$ cat src/rtl/dac_code_sequencer_pkg.sv
// dac_seq_pkg: types and constants shared by the DAC code sequencer.
//   state_t : sequencer FSM states
//   mode_t  : waveform selection (matches the cfg_mode encoding)
// Optional feature macro used elsewhere in this block: DAC_SEQ_BURST_EN.
package dac_seq_pkg;

  typedef enum logic [1:0] {
    IDLE   = 2'd0,
    SETTLE = 2'd1,
    RUN    = 2'd2
  } state_t;

  typedef enum logic [1:0] {
    MODE_STATIC = 2'd0,
    MODE_UP     = 2'd1,
    MODE_DOWN   = 2'd2,
    MODE_TRI    = 2'd3
  } mode_t;

  localparam int          CODE_W_DEF     = 3;
  localparam logic [2:0]  CODE_MAX       = 3'd7;
  localparam int          SETTLE_CYC_DEF = 8;

endpackage

$ cat src/rtl/dac_code_sequencer_if.sv
// dac_code_sequencer_if: control/config inputs and DAC-side outputs of the
// sequencer, bundled for connection to the analog macro wrapper.
//   start, stop         : single-cycle control pulses
//   cfg_mode/div/code   : waveform configuration, sampled on accepted start
//   cfg_periods         : burst length in periods (only with DAC_SEQ_BURST_EN)
//   dac_code, dac_enable: drive to the DAC bit pins and macro enable
//   busy, wrap          : status
// master drives control/config, slave is the sequencer.
interface dac_code_sequencer_if #(
  parameter int CODE_W = 3,
  parameter int DIV_W  = 16
);
  logic              start;
  logic              stop;
  logic [1:0]        cfg_mode;
  logic [DIV_W-1:0]  cfg_div;
  logic [CODE_W-1:0] cfg_code;
`ifdef DAC_SEQ_BURST_EN
  logic [7:0]        cfg_periods;
`endif
  logic [CODE_W-1:0] dac_code;
  logic              dac_enable;
  logic              busy;
  logic              wrap;

`ifdef DAC_SEQ_BURST_EN
  modport master (output start, stop, cfg_mode, cfg_div, cfg_code, cfg_periods,
                  input  dac_code, dac_enable, busy, wrap);
  modport slave  (input  start, stop, cfg_mode, cfg_div, cfg_code, cfg_periods,
                  output dac_code, dac_enable, busy, wrap);
`else
  modport master (output start, stop, cfg_mode, cfg_div, cfg_code,
                  input  dac_code, dac_enable, busy, wrap);
  modport slave  (input  start, stop, cfg_mode, cfg_div, cfg_code,
                  output dac_code, dac_enable, busy, wrap);
`endif

endinterface

$ cat src/rtl/dac_code_sequencer_prescaler.sv
// dac_seq_prescaler: step-rate prescaler as a down-counter.
//   clk, rst_n : clock, async active-low reset
//   load       : hold the counter at div (used as clear outside RUN)
//   div        : reload value; a tick occurs every div+1 cycles
//   tick       : high in the cycle whose closing edge applies a step
module dac_seq_prescaler #(
  parameter int DIV_W = 16
) (
  input  logic             clk,
  input  logic             rst_n,
  input  logic             load,
  input  logic [DIV_W-1:0] div,
  output logic             tick
);

  logic [DIV_W-1:0] count;

  always_ff @(posedge clk or negedge rst_n) begin
    if (!rst_n) begin
      count <= '0;
    end else if (load || count == '0) begin
      count <= div;
    end else begin
      count <= count - 1'b1;
    end
  end

  assign tick = !load && (count == '0);

endmodule

$ cat src/rtl/dac_code_sequencer.sv
// dac_code_sequencer: waveform engine producing the 3-bit DAC code and macro
// enable (static level, up-ramp, down-ramp, triangle) at a programmable step
// rate. All outputs are registered.
//   clk, rst_n : project clock, async active-low reset
//   ena        : design enable; low acts as a stop every cycle
//   bus        : dac_code_sequencer_if.slave (control, config, DAC outputs)
// Optional: DAC_SEQ_BURST_EN adds cfg_periods; RUN ends after that many wraps.
//
// state  | meaning
// IDLE   | enable low, code frozen, waiting for start
// SETTLE | enable high at start code for SETTLE_CYC cycles
// RUN    | stepping the code once per prescaler tick
module dac_code_sequencer
  import dac_seq_pkg::*;
#(
  parameter int CODE_W     = CODE_W_DEF,
  parameter int DIV_W      = 16,
  parameter int SETTLE_CYC = SETTLE_CYC_DEF
) (
  input logic                  clk,
  input logic                  rst_n,
  input logic                  ena,
  dac_code_sequencer_if.slave  bus
);

  localparam int SET_W = (SETTLE_CYC > 1) ? $clog2(SETTLE_CYC) : 1;
  localparam logic [CODE_W-1:0] CODE_TOP = {CODE_W{1'b1}};

  state_t            state;
  mode_t             mode_q;
  logic [DIV_W-1:0]  div_q;
  logic [CODE_W-1:0] code_q;
  logic              dir_up;
  logic              en_q;
  logic              busy_q;
  logic              wrap_q;
  logic [SET_W-1:0]  settle_cnt;
  logic              tick;
  logic              halt;
  logic              burst_done;

  logic [CODE_W-1:0] step_code;
  logic              step_up;
  logic              step_wrap;

  assign halt = bus.stop || !ena;

  dac_seq_prescaler #(.DIV_W(DIV_W)) u_prescaler (
    .clk   (clk),
    .rst_n (rst_n),
    .load  (state != RUN),
    .div   (div_q),
    .tick  (tick)
  );

`ifdef DAC_SEQ_BURST_EN
  logic [7:0] periods_q;
  logic [7:0] wrap_cnt;
  // wrap_cnt already includes the wrap currently on the output
  assign burst_done = (periods_q != 8'd0) && wrap_q && (wrap_cnt == periods_q);
`else
  assign burst_done = 1'b0;
`endif

  always_comb begin
    step_code = code_q;
    step_up   = dir_up;
    step_wrap = 1'b0;
    case (mode_q)
      MODE_STATIC: step_code = code_q;
      MODE_UP: begin
        step_code = code_q + 1'b1;
        step_wrap = (code_q == CODE_TOP);
      end
      MODE_DOWN: begin
        step_code = code_q - 1'b1;
        step_wrap = (code_q == '0);
      end
      MODE_TRI: begin
        // direction flips on the step that lands on an endpoint, so no
        // endpoint value is repeated
        if (dir_up) begin
          step_code = code_q + 1'b1;
          step_up   = (code_q != CODE_TOP - 1'b1);
        end else begin
          step_code = code_q - 1'b1;
          step_up   = (code_q == {{(CODE_W-1){1'b0}}, 1'b1});
          step_wrap = step_up;
        end
      end
      default: step_code = code_q;
    endcase
  end

  always_ff @(posedge clk or negedge rst_n) begin
    if (!rst_n) begin
      state      <= IDLE;
      mode_q     <= MODE_STATIC;
      div_q      <= '0;
      code_q     <= '0;
      dir_up     <= 1'b1;
      en_q       <= 1'b0;
      busy_q     <= 1'b0;
      wrap_q     <= 1'b0;
      settle_cnt <= '0;
`ifdef DAC_SEQ_BURST_EN
      periods_q  <= 8'd0;
      wrap_cnt   <= 8'd0;
`endif
    end else begin
      wrap_q <= 1'b0;
      case (state)
        IDLE: begin
          if (bus.start && !halt) begin
            state      <= SETTLE;
            mode_q     <= mode_t'(bus.cfg_mode);
            div_q      <= bus.cfg_div;
            code_q     <= bus.cfg_code;
            dir_up     <= (bus.cfg_code != CODE_TOP);
            en_q       <= 1'b1;
            busy_q     <= 1'b1;
            settle_cnt <= SET_W'(SETTLE_CYC - 1);
`ifdef DAC_SEQ_BURST_EN
            periods_q  <= bus.cfg_periods;
            wrap_cnt   <= 8'd0;
`endif
          end
        end
        SETTLE: begin
          if (halt) begin
            state  <= IDLE;
            en_q   <= 1'b0;
            busy_q <= 1'b0;
          end else if (settle_cnt == '0) begin
            state <= RUN;
          end else begin
            settle_cnt <= settle_cnt - 1'b1;
          end
        end
        RUN: begin
          if (halt || burst_done) begin
            state  <= IDLE;
            en_q   <= 1'b0;
            busy_q <= 1'b0;
          end else if (tick) begin
            code_q <= step_code;
            dir_up <= step_up;
            wrap_q <= step_wrap;
`ifdef DAC_SEQ_BURST_EN
            if (step_wrap) wrap_cnt <= wrap_cnt + 8'd1;
`endif
          end
        end
        default: begin
          state  <= IDLE;
          en_q   <= 1'b0;
          busy_q <= 1'b0;
        end
      endcase
    end
  end

  assign bus.dac_code   = code_q;
  assign bus.dac_enable = en_q;
  assign bus.busy       = busy_q;
  assign bus.wrap       = wrap_q;

endmodule

$ cat src/flat_wrapper.sv
// flat-port wrapper written by rule: the top's interface ports become plain ports
module dac_code_sequencer_flat import dac_seq_pkg::*;
#(
  parameter int CODE_W     = CODE_W_DEF,
  parameter int DIV_W      = 16,
  parameter int SETTLE_CYC = SETTLE_CYC_DEF
)
  (clk, rst_n, ena, bus_start, bus_stop, bus_cfg_mode, bus_cfg_div, bus_cfg_code, bus_dac_code, bus_dac_enable, bus_busy, bus_wrap);
  dac_code_sequencer_if #(.CODE_W(CODE_W), .DIV_W(DIV_W)) bus_i ();
  input logic clk;
  input logic rst_n;
  input logic ena;
  input wire logic [$bits(bus_i.start)-1:0] bus_start;
  input wire logic [$bits(bus_i.stop)-1:0] bus_stop;
  input wire logic [$bits(bus_i.cfg_mode)-1:0] bus_cfg_mode;
  input wire logic [$bits(bus_i.cfg_div)-1:0] bus_cfg_div;
  input wire logic [$bits(bus_i.cfg_code)-1:0] bus_cfg_code;
  output wire logic [$bits(bus_i.dac_code)-1:0] bus_dac_code;
  output wire logic [$bits(bus_i.dac_enable)-1:0] bus_dac_enable;
  output wire logic [$bits(bus_i.busy)-1:0] bus_busy;
  output wire logic [$bits(bus_i.wrap)-1:0] bus_wrap;
  assign bus_i.start = bus_start;
  assign bus_i.stop = bus_stop;
  assign bus_i.cfg_mode = bus_cfg_mode;
  assign bus_i.cfg_div = bus_cfg_div;
  assign bus_i.cfg_code = bus_cfg_code;
  assign bus_dac_code = bus_i.dac_code;
  assign bus_dac_enable = bus_i.dac_enable;
  assign bus_busy = bus_i.busy;
  assign bus_wrap = bus_i.wrap;
  dac_code_sequencer #(.CODE_W(CODE_W), .DIV_W(DIV_W), .SETTLE_CYC(SETTLE_CYC)) u_core (.clk(clk), .rst_n(rst_n), .ena(ena), .bus(bus_i));
endmodule
$ cat config.mk
export PLATFORM = sky130hd
export DESIGN_NAME = dac_code_sequencer_flat
export DESIGN_NICKNAME = d
export VERILOG_FILES = /design/src/rtl/dac_code_sequencer_pkg.sv /design/src/rtl/dac_code_sequencer_if.sv /design/src/rtl/dac_code_sequencer_prescaler.sv /design/src/rtl/dac_code_sequencer.sv /design/src/flat_wrapper.sv
export SDC_FILE = /design/constraint.sdc
export NUM_CORES = 1
export LEC_CHECK = 0
export CORE_MARGIN = 2
export CORE_UTILIZATION = 47
export CTS_BUF_LIST = sky130_fd_sc_hd__clkbuf_4 sky130_fd_sc_hd__clkbuf_8
export CTS_CLUSTER_SIZE = 8
export DETAILED_ROUTE_END_ITERATION = 10
export DONT_BUFFER_PORTS = 1
export PLACE_DENSITY = 0.61
export SLEW_MARGIN = 20
export SYNTH_ARGS = -nofsm -noshare
export SYNTH_HDL_FRONTEND = slang
export SYNTH_SLANG_ARGS = --single-unit
export TNS_END_PERCENT = 1
$ cat constraint.sdc
create_clock -name clk -period 3.5 [get_ports clk]
set_clock_uncertainty 0.05 [all_clocks]
set_input_delay 0.35 -clock clk [delete_from_list [all_inputs] [get_ports clk]]
set_output_delay 0.35 -clock clk [all_outputs]
set_load 0.01 [all_outputs]
==> impl_metrics.yaml <==
run_status:
  status: "finished, final reports clean"
yosys:
  netlist_area_um2: 2490
  synth_seq_cells: 45
  synth.avg_cell_area_um2: 11.2
  yosys_warnings: 0
  synth.distinct_cells: 50
  synth_edf_count: 0
  synth_seq_area_share: 0.453
  async_flop_share: 1.00
  syn_inst: 222
  syn_nets: 261
  synth_flop_cell: "dfrtp_1"
clock_network:
  cts_resized: 0
  path_clk_slew_ps: 90
  htree_levels: 2
  cts_tree: "done"
  clk-insertion-delay-late_ps: 300
  clkSinkCount: 45
  cts_buffer_depth: 2
  cts_root_buffer: "clkbuf_8"
  cts_buffers: 5
  postCtsSetupBuffers: 0
critical_path:
  cp-startpoint: "u_core.u_prescaler.count[6]"
  worstReg2RegStart: "u_core.u_prescaler.count[6]"
  ff2ff_setup_slack_ps: 960
  start_kind: "flop"
  end_kind: "flop"
  crit_family: "simple AND/OR/NAND/NOR gates"
  path_class: "reg -> reg"
  crit_slowest_cell: "or4_1"
  crit_required_ps: 3630
  crit_buf_inv: 0
  cp_slowest_stage_delay_ps: 670
  crit_path_max_fanout: 15
  cp_cell_sequence: "or4_1 > or4_4 > nand2_2 > mux2_2"
  critical_path_arrival_ps: 2670
sta:
  timing.hold.ws_ps: 143
  max_freq_ghz: 0.394
  worst_pin_slew_ps: 695
  setup_viol: 0
  final_max_slew_viol_count: 0
  layout_setup_ws_ps: 962
  relSlewSlack: 0.535
  layout_min_cycle_time_ps: 2540
  finalHoldViolations: 0
  finalSetupTns_ps: 0
  fin_crit_sh: 0.725
  rsz0062_at_grt: "no"
drt:
  avgViaCountPerCell: 5.62
  drcViolationCount: 0
  first_pass_iters: 6
  vias: 1635
  ant_nets: 0
  drt-initial-drc-count: 54
  wl_per_cell_um: 15.1
  totalWireLength_mm: 4.41
floorplanning:
  initial_core_util: 0.487
  die_x_um: 76.7
  design.core.area_um2: 5110
  rows: 26
  die_y_um: 76.7
  ioPinCount: 32
  die-area_um2: 5890
placed_design:
  gp_congestion: 0.764
  dp_hpwl_mm: 3.21
  io_buffers: 0
  dp_slack_ps: 958
power_and_ir_drop:
  pwr-share-seq: 0.491
  p_comb_frac: 0.304
  p_clk_frac: 0.205
  powerDensity_nw_per_um2: 720
  p_int_mw: 1.27
  p_leak_nw: 1.18
  vdd_drop_max_mv: 0.302
  sw_frac_of_total: 0.338
  p_switching_uw: 650
global_route:
  grt_pass1_vias: 1709
  antenna_found_initial: 0
  grt_usage: 0.165
  grt_pass1_wl_mm: 7.87
  grt_overflow_total: 0
  grt_max_degree: 46
worst_hold_path:
  hp-class: "in -> reg"
  worstHoldStart: "bus_cfg_div[12]"
final_layout:
  final_layout_size_suffix_gt1_frac: 0.226
  fin_nets: 259
  final_cell_mix: "dfrtp_1 (44), mux2_2 (32), inv_1 (15)"
  num-fill-cells: 476
  area_growth_syn_to_layout_pct: 7.50
  diodes: 0
  final_common_cell: "dfrtp_1"
job:
  drv_cap: 0
==> layout make-up <==
cell class / count / area [um^2] / share of cell area
Sequential cell: 45 / 1130 / 0.422
Clock buffer: 5 / 68.8 / 0.0257
Tap cell: 70 / 87.6 / 0.0328
Timing Repair Buffer: 3 / 45.0 / 0.0169
Inverter: 15 / 56.3 / 0.0211
Multi-Input combinational cell: 150 / 1240 / 0.464
Clock inverter: 3 / 46.3 / 0.0173
==> synthesized netlist by cell type (6+ instances only) <==
cell      count  area share
ha_1         13       0.065
xor2_1       13       0.046
nand2_1       8       0.012
dfrtp_1      44        0.44
nor2_1        7       0.011
a21oi_1       7       0.014
inv_1        15       0.023
nor4_1        8       0.020
o21ai_0       6       0.012
mux2i_1       6       0.024
clkbuf_1      7       0.011
mux2_2       32        0.14
==> per-stage QoR <==
step,power (mW),instances,util,cell area (um^2)
finish,1.92,291,0.523,2670
global placement,1.48,281,0.493,2520
detailed placement,1.53,281,0.493,2520
floorplan,1.40,222,-,2490
global route,2.09,291,0.523,2670
CTS,1.94,291,0.523,2670
==> path summary, 6_finish.rpt <==
path | endpoint | cells past startpoint
max in group asynchronous | u_core.dir_up | 2
worst min-delay path | u_core.div_q[12] | 1
min in group asynchronous | u_core.settle_cnt[0] | 2
worst min register to register | u_core.div_q[12] | 1
worst max-delay path | u_core.u_prescaler.count[9] | 4
worst max register to register | u_core.u_prescaler.count[9] | 4
==> state kept, by name, summed over array words and instances, names as in the netlist <==
| name | flops |
|---|---|
| u_core.bus.dac_code | 3 |
| u_core.bus.dac_enable | 1 |
| u_core.bus.wrap | 1 |
| u_core.dir_up | 1 |
| u_core.div_q | 16 |
| u_core.mode_q | 2 |
| u_core.settle_cnt | 3 |
| u_core.state | 2 |
| u_core.u_prescaler.count | 16 |
==> logic make-up after synthesis <==
logic type | Yosys count | share of synthesized area
xor+xnor | 15 | 0.0528
fa+ha+maj | 13 | 0.0654
compound gates | 30 | 0.0836
simple gates | 54 | 0.128
flops | 45 | 0.453
mux | 38 | 0.169
buf+inv | 27 | 0.0473
==> metal layers <==
metal  vias up  global-route usage  wire (um)
met1       805               0.219       2060
met5         -                   0          0
met4         0              0.0527         42
met2        40               0.264       2110
met3         4              0.0435        195
li1        786                   -          -
==> timing repair <==
item / CTS / global route
endpoints found under the setup margin: 0 / 0
hold buffers: 2 / 0
endpoints found under the hold margin: 45 / 0
==> power groups by stage <==
stage	clock network [mW]	logic, mW	registers, mW
2_1_floorplan	0	0.516	0.879
3_3_place_gp	0	0.544	0.941
3_5_place_dp	0	0.576	0.952
4_1_cts	0.403	0.594	0.944
5_1_grt	0.431	0.675	0.984
6_report	0.394	0.585	0.945
Note: power is estimated with default switching activity, not from simulation.
